`src/rtl/div8_seq.sv`:
```
// Sequential 8-bit unsigned divider: restoring algorithm, one quotient bit per clock.
// Results are registered on entry to DONE and held until the next completed operation.
module div8_seq (
  input  logic       clk,
  input  logic       rst,
  input  logic       start,
  input  logic [7:0] dividend,
  input  logic [7:0] divisor,
  output logic       busy,
  output logic       done,
  output logic [7:0] quot,
  output logic [7:0] rem,
  output logic       dz
);

  typedef enum logic [1:0] {
    IDLE = 2'd0,
    CALC = 2'd1,
    DONE = 2'd2
  } state_t;

  state_t     state_q;
  logic [8:0] r_q;
  logic [7:0] q_q;
  logic [7:0] div_q;
  logic [2:0] cnt_q;
  logic       busy_q;
  logic       done_q;
  logic [7:0] quot_q;
  logic [7:0] rem_q;
  logic       dz_q;

  logic [8:0] t_d;
  logic [8:0] diff_d;
  logic [8:0] r_d;
  logic [7:0] q_d;

  // The partial remainder stays below the divisor, so its top bit is always clear.
  logic       unused_rem_msb;
  assign unused_rem_msb = r_q[8];

  // One restoring step: shift in the next dividend bit, subtract if it fits.
  always_comb begin
    t_d    = {r_q[7:0], q_q[7]};
    diff_d = t_d - {1'b0, div_q};
    if (t_d >= {1'b0, div_q}) begin
      r_d = diff_d;
      q_d = {q_q[6:0], 1'b1};
    end else begin
      r_d = t_d;
      q_d = {q_q[6:0], 1'b0};
    end
  end

  // Control FSM, datapath registers and registered outputs.
  always_ff @(posedge clk) begin
    if (rst) begin
      state_q <= IDLE;
      r_q     <= 9'd0;
      q_q     <= 8'd0;
      div_q   <= 8'd0;
      cnt_q   <= 3'd0;
      busy_q  <= 1'b0;
      done_q  <= 1'b0;
      quot_q  <= 8'd0;
      rem_q   <= 8'd0;
      dz_q    <= 1'b0;
    end else begin
      case (state_q)
        IDLE: begin
          done_q <= 1'b0;
          if (start) begin
            busy_q <= 1'b1;
            if (divisor != 8'd0) begin
              state_q <= CALC;
              q_q     <= dividend;
              div_q   <= divisor;
              r_q     <= 9'd0;
              cnt_q   <= 3'd0;
            end else begin
              // Divide by zero skips the iterations and reports immediately.
              state_q <= DONE;
              done_q  <= 1'b1;
              quot_q  <= 8'hFF;
              rem_q   <= dividend;
              dz_q    <= 1'b1;
            end
          end else begin
            busy_q <= 1'b0;
          end
        end
        CALC: begin
          r_q   <= r_d;
          q_q   <= q_d;
          cnt_q <= cnt_q + 3'd1;
          if (cnt_q == 3'd7) begin
            state_q <= DONE;
            done_q  <= 1'b1;
            quot_q  <= q_d;
            rem_q   <= r_d[7:0];
            dz_q    <= 1'b0;
          end else begin
            done_q  <= 1'b0;
          end
        end
        DONE: begin
          state_q <= IDLE;
          busy_q  <= 1'b0;
          done_q  <= 1'b0;
        end
        default: begin
          state_q <= IDLE;
          busy_q  <= 1'b0;
          done_q  <= 1'b0;
        end
      endcase
    end
  end

  assign busy = busy_q;
  assign done = done_q;
  assign quot = quot_q;
  assign rem  = rem_q;
  assign dz   = dz_q;

endmodule

```
`config.mk`:
```
export PLATFORM = sky130hd
export DESIGN_NAME = div8_seq
export DESIGN_NICKNAME = d
export VERILOG_FILES = /design/src/rtl/div8_seq.sv
export SDC_FILE = /design/constraint.sdc
export NUM_CORES = 1
export LEC_CHECK = 0
export CORE_MARGIN = 1.5
export CORE_UTILIZATION = 35
export CTS_CLUSTER_SIZE = 25
export DETAILED_ROUTE_END_ITERATION = 8
export PLACE_DENSITY = 0.67
export SKIP_CTS_REPAIR_TIMING = 1
export SYNTH_ARGS = -nofsm -noshare
export SYNTH_HDL_FRONTEND = slang
export SYNTH_SLANG_ARGS = --single-unit
```
`constraint.sdc`:
```
create_clock -name clk -period 2.15 [get_ports clk]
set_input_delay 0.645 -clock clk [delete_from_list [all_inputs] [get_ports clk]]
set_output_delay 0.645 -clock clk [all_outputs]
set_load 0.02 [all_outputs]
```
==> results of run 1 <==
-- flip-flops by register name, summed over array words and instances, names as in the netlist --
register,cells
rem,8
r_q,8
state_q,2
done,1
div_q,8
dz,1
q_q,8
cnt_q,3
busy,1
quot,8
-- stage by stage --
stage / hold WS (ns) / cells / setup TNS [ns] / cell area (um2)
after global routing: 0.484 / 410 / 0 / 3170
after global placement: 0.443 / 399 / -8.66 / 2900
after floorplan: 0.436 / 284 / 0 / 2380
after CTS: 0.464 / 407 / -0.659 / 3040
final: 0.461 / 410 / 0 / 3170
after detailed placement: 0.450 / 399 / -9.75 / 2900
-- routing by layer --
| metal | vias up | wire [um] |
|---|---|---|
| li1 | 1090 | - |
| met1 | 992 | 2640 |
| met2 | 49 | 2720 |
| met3 | 6 | 295 |
| met4 | 0 | 49 |
| met5 | - | 0 |
-- worst max path at each step --
stage,cells past startpoint,slack (ns),endpoint,start
2_1_floorplan,9,0.18,rem[6]$_SDFFE_PP0P_,q_q[7]$_SDFFE_PP0P_
3_3_place_gp,7,-0.35,q_q[0]$_SDFFE_PP0P_,divisor[2]
3_5_place_dp,7,-0.44,q_q[5]$_SDFFE_PP0P_,divisor[2]
4_1_cts,7,-0.10,q_q[0]$_SDFFE_PP0P_,divisor[2]
5_1_grt,9,0.005,rem[6]$_SDFFE_PP0P_,q_q[7]$_SDFFE_PP0P_
6_report,7,0.08,rem[6]$_SDFFE_PP0P_,r_q[1]$_SDFFE_PP0P_
-- final cells by class --
class                           count  share of cell area [%]
Multi-Input combinational cell    208                    41.9
Inverter                           11                    1.30
Tap cell                           77                    3.04
Clock buffer                        5                    2.17
Clock inverter                      3                    2.17
Sequential cell                    48                    30.4
Timing Repair Buffer               58                    19.1
-- power by group --
| part | total (mW) | internal [mW] | switching [mW] |
|---|---|---|---|
| clock | 0.791 | 0.468 | 0.323 |
| combinational | 0.793 | 0.374 | 0.419 |
| sequential | 0.987 | 0.941 | 0.0462 |
-- kinds of logic after synthesis --
group	Yosys count
AO/OA/AOI/OAI	69
XOR/XNOR	4
multiplexers	4
adder cells (fa/ha/maj)	11
AND/OR/NAND/NOR	120
buffers and inverters	28
flip-flops	48
-- synth_stat cells (2+ instances only) --
cell      count
a22oi_1       3
nor2_1       41
a311oi_2      4
xnor2_1       2
a21oi_1      24
ha_1         10
a211oi_1      5
o21a_1        4
o211ai_1      3
o21ai_0       4
buf_6         3
inv_1        11
and3_1        2
nand2_1      44
nor4_2        2
buf_4         2
xor2_1        2
nor3_1        8
mux2i_1       2
mux2_1        2
nand2b_1      4
nand3_1      11
a311oi_1     10
dfxtp_1      48
clkbuf_1      6
o31ai_1       2
nor2b_1       3
buf_2         5
-- worst max-delay path, cell delays in order, from the launching register on --
cell      delay [ns]
dfxtp_1         0.40
ha_2            0.34
nor2b_4         0.14
o31a_1          0.25
o21a_1          0.19
or3_4           0.34
a31oi_4         0.21
a311oi_2        0.11
==> reports/results.txt, run 1 <==
Status -> complete, but fails checks
Failing checks -> DRC
Post-detail-place hpwl -> 3990 um
Final WS setup -> 0.0797 ns
Worst slew pin tran -> 0.449 ns
Worst R2R End -> rem[6]$_SDFFE_PP0P_
Gp weighted congestion -> 0.846
Crit start category -> register
Via count -> 2137
Synth area leader -> dfxtp_1
Initial antenna violation count -> 0
GR Util All Layers -> 15.6%
Worst Setup Path Type -> register to register
TritonCTS Sinks -> 48
Final core occ -> 49.0%
Sequential cell area -> 962 um2
Reg2reg start -> r_q[1]$_SDFFE_PP0P_
GRT busiest layer -> met2
Max_cap viols -> 0
DR vias/cell -> 5.21
Commonest non-fill, non-tap cell in the layout -> dfxtp_1
Num ports -> 38
Clk root buf -> clkbuf_8
N_diodes -> 0
Vias in the first global route -> 1968
Core box area -> 6460 um2
Worst Hold End -> div_q[3]$_SDFFE_PP0P_
Global Route met3 Usage -> 3.70%
Worst Clk Skew -> 0.0133 ns
Pins Over Slew Limit -> 0
# fillers -> 636
Hold path start -> div_q[3]$_SDFFE_PP0P_
Routed WL -> 5700 um
Die Footprint -> 7300 um2
Synth Instances -> 284
TritonCTS clock tree -> built
Initial Util -> 36.8%
Clock latency on the worst-skew pair -> 0.31 ns
Drt drc -> 2
Dpl ws -> -0.438 ns
Share of post-route cells with drive strength above 1 -> 15.6%
Seq cells post-synth -> 48
DRT Pass-1 Iters -> 6
H-tree levels -> 2
Wirelength per Cell -> 13.9 um
Synth Area in Simple Gates -> 22.6%
Post-synth EDFFs -> 0
Post-synth top flop -> dfxtp_1
P&R area growth vs syn -> 33.2%
Async set or reset register ratio after synthesis -> 0%
Die Wd -> 85.4 um
Worst Hold Path Cells -> 2
Mux contribution to synthesized area -> 1.79%
Fin crit period -> 2.07 ns
Final Cycle Share -> 96.3%
Worst r2r path cells -> 7
Yosys cell types -> 45
Post-layout net count -> 362
Synth warn -> 0
CP Max Fanout -> 6
Congestion Overflow GR -> 0
Multi-input combinational cell area -> 1330 um2
Die Y -> 85.4 um
Grt met2 use -> 25.9%
Final setup vio count -> 0
Met1 usage -> 20.6%
Clock buffer count from CTS -> 5
Hold Fails Final Rpt -> 0
R2R setup slack -> 0.08 ns
WP data arrival -> 2.27 ns
Post-Synth XOR/XNOR Area -> 1.47%
RSZ-0062 raised after global routing -> false
Synthesized-area fraction occupied by adder cells -> 6.11%
Lkg Pwr -> 1.24 nW
Initial DRC Count -> 108
Min-delay worst type -> register to register
Global-route wire length before repair -> 9220 um
Routed Antenna Nets -> 0
Post-synthesis average cell area -> 8.37 um2
Max Root-Sink Buffers -> 2
Syn Nets -> 314
Yosys top cell area share -> 40.4%
Peak supply drop -> 0.403 mV
Commonest non-fill, non-tap cells in the layout -> dfxtp_1, nand2_1, nor2_1
Crit path required time -> 2.35 ns
Largest net degree at the start of global routing -> 26
Ranking of synthesized cells by area -> dfxtp_1, nand2_1, nor2_1
Compound-Gate Fraction of Synth Area -> 21.4%
Fmax -> 483 MHz
Tot Pwr -> 2.57 mW
Number of placement rows -> 29
Synthesized cell area -> 2380 um2
Main combinational cell family by area after synthesis -> simple AND/OR/NAND/NOR gates
CP endpoint kind -> register
Relative slew slack -> 70.1%
Clock-pin slew on the worst setup and hold paths -> 0.10 ns
Sequential fraction of the synthesis area -> 40.4%
IO buf count -> 37
PD cells -> 812 nW/um2
Note: power is estimated with default switching activity, not from simulation.
==> inputs of run 2 (changes only) <==
--- a/config.mk
+++ b/config.mk
@@ -11,6 +11,7 @@
 export DETAILED_ROUTE_END_ITERATION = 8
 export PLACE_DENSITY = 0.67
 export SKIP_CTS_REPAIR_TIMING = 1
+export SLEW_MARGIN = 40
 export SYNTH_ARGS = -nofsm -noshare
 export SYNTH_HDL_FRONTEND = slang
 export SYNTH_SLANG_ARGS = --single-unit
==> run 2 against run 1 <==
  * The flow finishes with violations (DRC, setup timing)
  * Hold slack gained 0.0049 ns
  * Routed wire length rose by 0.11%
  * Die area did not move
  * Largest power group unchanged
  * Critical path depth unchanged
  * Count of clock-buffer cells in the layout is the same
  * Clock power about the same
==> reports/results.txt, run 2 (synthesis gave the netlist of run 1 again) <==
Status -> complete, but fails checks
Failing checks -> DRC, setup timing
Hold Fails Final Rpt -> 0
Worst Setup Path Type -> primary input to register
Int Power -> 1.78 mW
Final setup vio count -> 3
Worst Clk Skew -> 0.0104 ns
TritonCTS clock tree -> built
Die Footprint -> 7300 um2
Fmax -> 460 MHz
Routed WL -> 5710 um
Routed Antenna Nets -> 0
TritonCTS Sinks -> 48
Largest net degree at the start of global routing -> 26
Worst r2r path cells -> 8
Max_cap viols -> 0
Initial Util -> 36.8%
Final Cycle Share -> 101%
CP top delay family -> buffers and inverters
Congestion Overflow GR -> 0
Via count -> 2133
Clk root buf -> clkbuf_8
Max Root-Sink Buffers -> 2
PD cells -> 815 nW/um2
Max incr delay on CP -> 0.44 ns
Net Sw Frac -> 30.7%
N_diodes -> 0
Share of post-route cells with drive strength above 1 -> 15.6%
Gp weighted congestion -> 0.846
Reg power frac -> 38.4%
IO buf count -> 37
Wirelength per Cell -> 13.9 um
CP endpoint kind -> register
Final setup TNS -> -0.0536 ns
Die Wd -> 85.4 um
Clock buffer count from CTS -> 5
DRT Pass-1 Iters -> 6
Commonest non-fill, non-tap cell in the layout -> dfxtp_1
Num ports -> 38
GR Util All Layers -> 15.5%
CP max-delay cell -> clkdlybuf4s50_1
CP Max Fanout -> 6
Post-detail-place hpwl -> 3990 um
Min-delay worst type -> register to register
Number of placement rows -> 29
Die Y -> 85.4 um
CP Buf/Inv Count -> 2
Worst slew pin tran -> 0.648 ns
Peak supply drop -> 0.404 mV
Relative slew slack -> 56.8%
P&R area growth vs syn -> 32.8%
Drt drc -> 2
Part of the power in combinational logic -> 30.8%
Final core occ -> 48.9%
Multi-input combinational cell area -> 1320 um2
# fillers -> 635
Core box area -> 6460 um2
H-tree levels -> 2
Post-layout net count -> 362
DR vias/cell -> 5.20
Tot Pwr -> 2.57 mW
Cells along the critical path -> clkdlybuf4s50_1 -> nor4_2 -> nand4b_1 -> a21oi_4 -> clkbuf_16 -> nor2_1 -> a311oi_1
Vias in the first global route -> 1935
Global-route wire length before repair -> 9140 um
Lkg Pwr -> 1.23 nW
Worst Hold Path Cells -> 2
Clock Power Share -> 30.8%
Crit start category -> primary input
Commonest non-fill, non-tap cells in the layout -> dfxtp_1, nand2_1, nor2_1
Fin crit period -> 2.17 ns
Path length in cells of the critical path -> 7
Pins Over Slew Limit -> 0
Clock-pin slew on the worst setup and hold paths -> 0.09 ns
Design area -> 3160 um2
Switching Power -> 0.791 mW
Final WS setup -> -0.0225 ns
Placed Area -> 2900 um2
Initial DRC Count -> 160
Crit path required time -> 2.37 ns
Initial antenna violation count -> 0
Clock latency on the worst-skew pair -> 0.31 ns
WP data arrival -> 2.40 ns
Sequential cell area -> 962 um2
run 2: routing by layer:
layer / vias up / GRT usage [%] / share of wire (%)
met3: 4 / 3.79 / 4.6
met4: 0 / 3.52 / 0.46
li1: 1085 / - / -
met1: 1008 / 20.6 / 46
met5: - / 0 / 0
met2: 36 / 25.5 / 49
run 2: worst reg2reg max path: cells and delay by family (launching register included):
kind,cells,cell delay (ns)
simple gates,2,0.39
flops,1,0.42
compound gates,4,0.76
fa+ha+maj,2,0.42
run 2: per-stage QoR:
step	std cells	hold slack (ns)	worst slack, ns
final	410	0.466	-0.0225
after global routing	410	0.495	-0.111
after CTS	407	0.465	-0.0160
after detailed placement	399	0.450	-0.283
after global placement	399	0.443	-0.347
after floorplan	284	0.436	0.180
run 2: area by class of cell:
type                       instances  area share [%]
inverter                          11            1.31
clock inverter                     3            2.18
sequential                        48            30.5
tap                               77            3.05
clock buffer                       5            2.18
multi-input combinational        208            41.8
timing repair buffer              58            19.0
run 2: final timing paths:
kind,startpoint,to,slack (ns)
hold reg to reg,div_q[4]$_SDFFE_PP0P_,div_q[4]$_SDFFE_PP0P_,0.47
hold / removal,div_q[4]$_SDFFE_PP0P_,div_q[4]$_SDFFE_PP0P_,0.47
setup / recovery,divisor[2],rem[0]$_SDFFE_PP0P_,-0.02
setup reg to reg,div_q[0]$_SDFFE_PP0P_,rem[6]$_SDFFE_PP0P_,0.08
run 2: power by group through the flow:
stage | Clock [mW] | Sequential, mW | Combinational [mW]
final | 0.793 | 0.988 | 0.793
after detailed placement | 0 | 1.00 | 0.751
after global placement | 0 | 1.00 | 0.741
after CTS | 0.806 | 0.985 | 0.755
after global routing | 0.833 | 0.996 | 0.876
after floorplan | 0 | 0.991 | 0.551
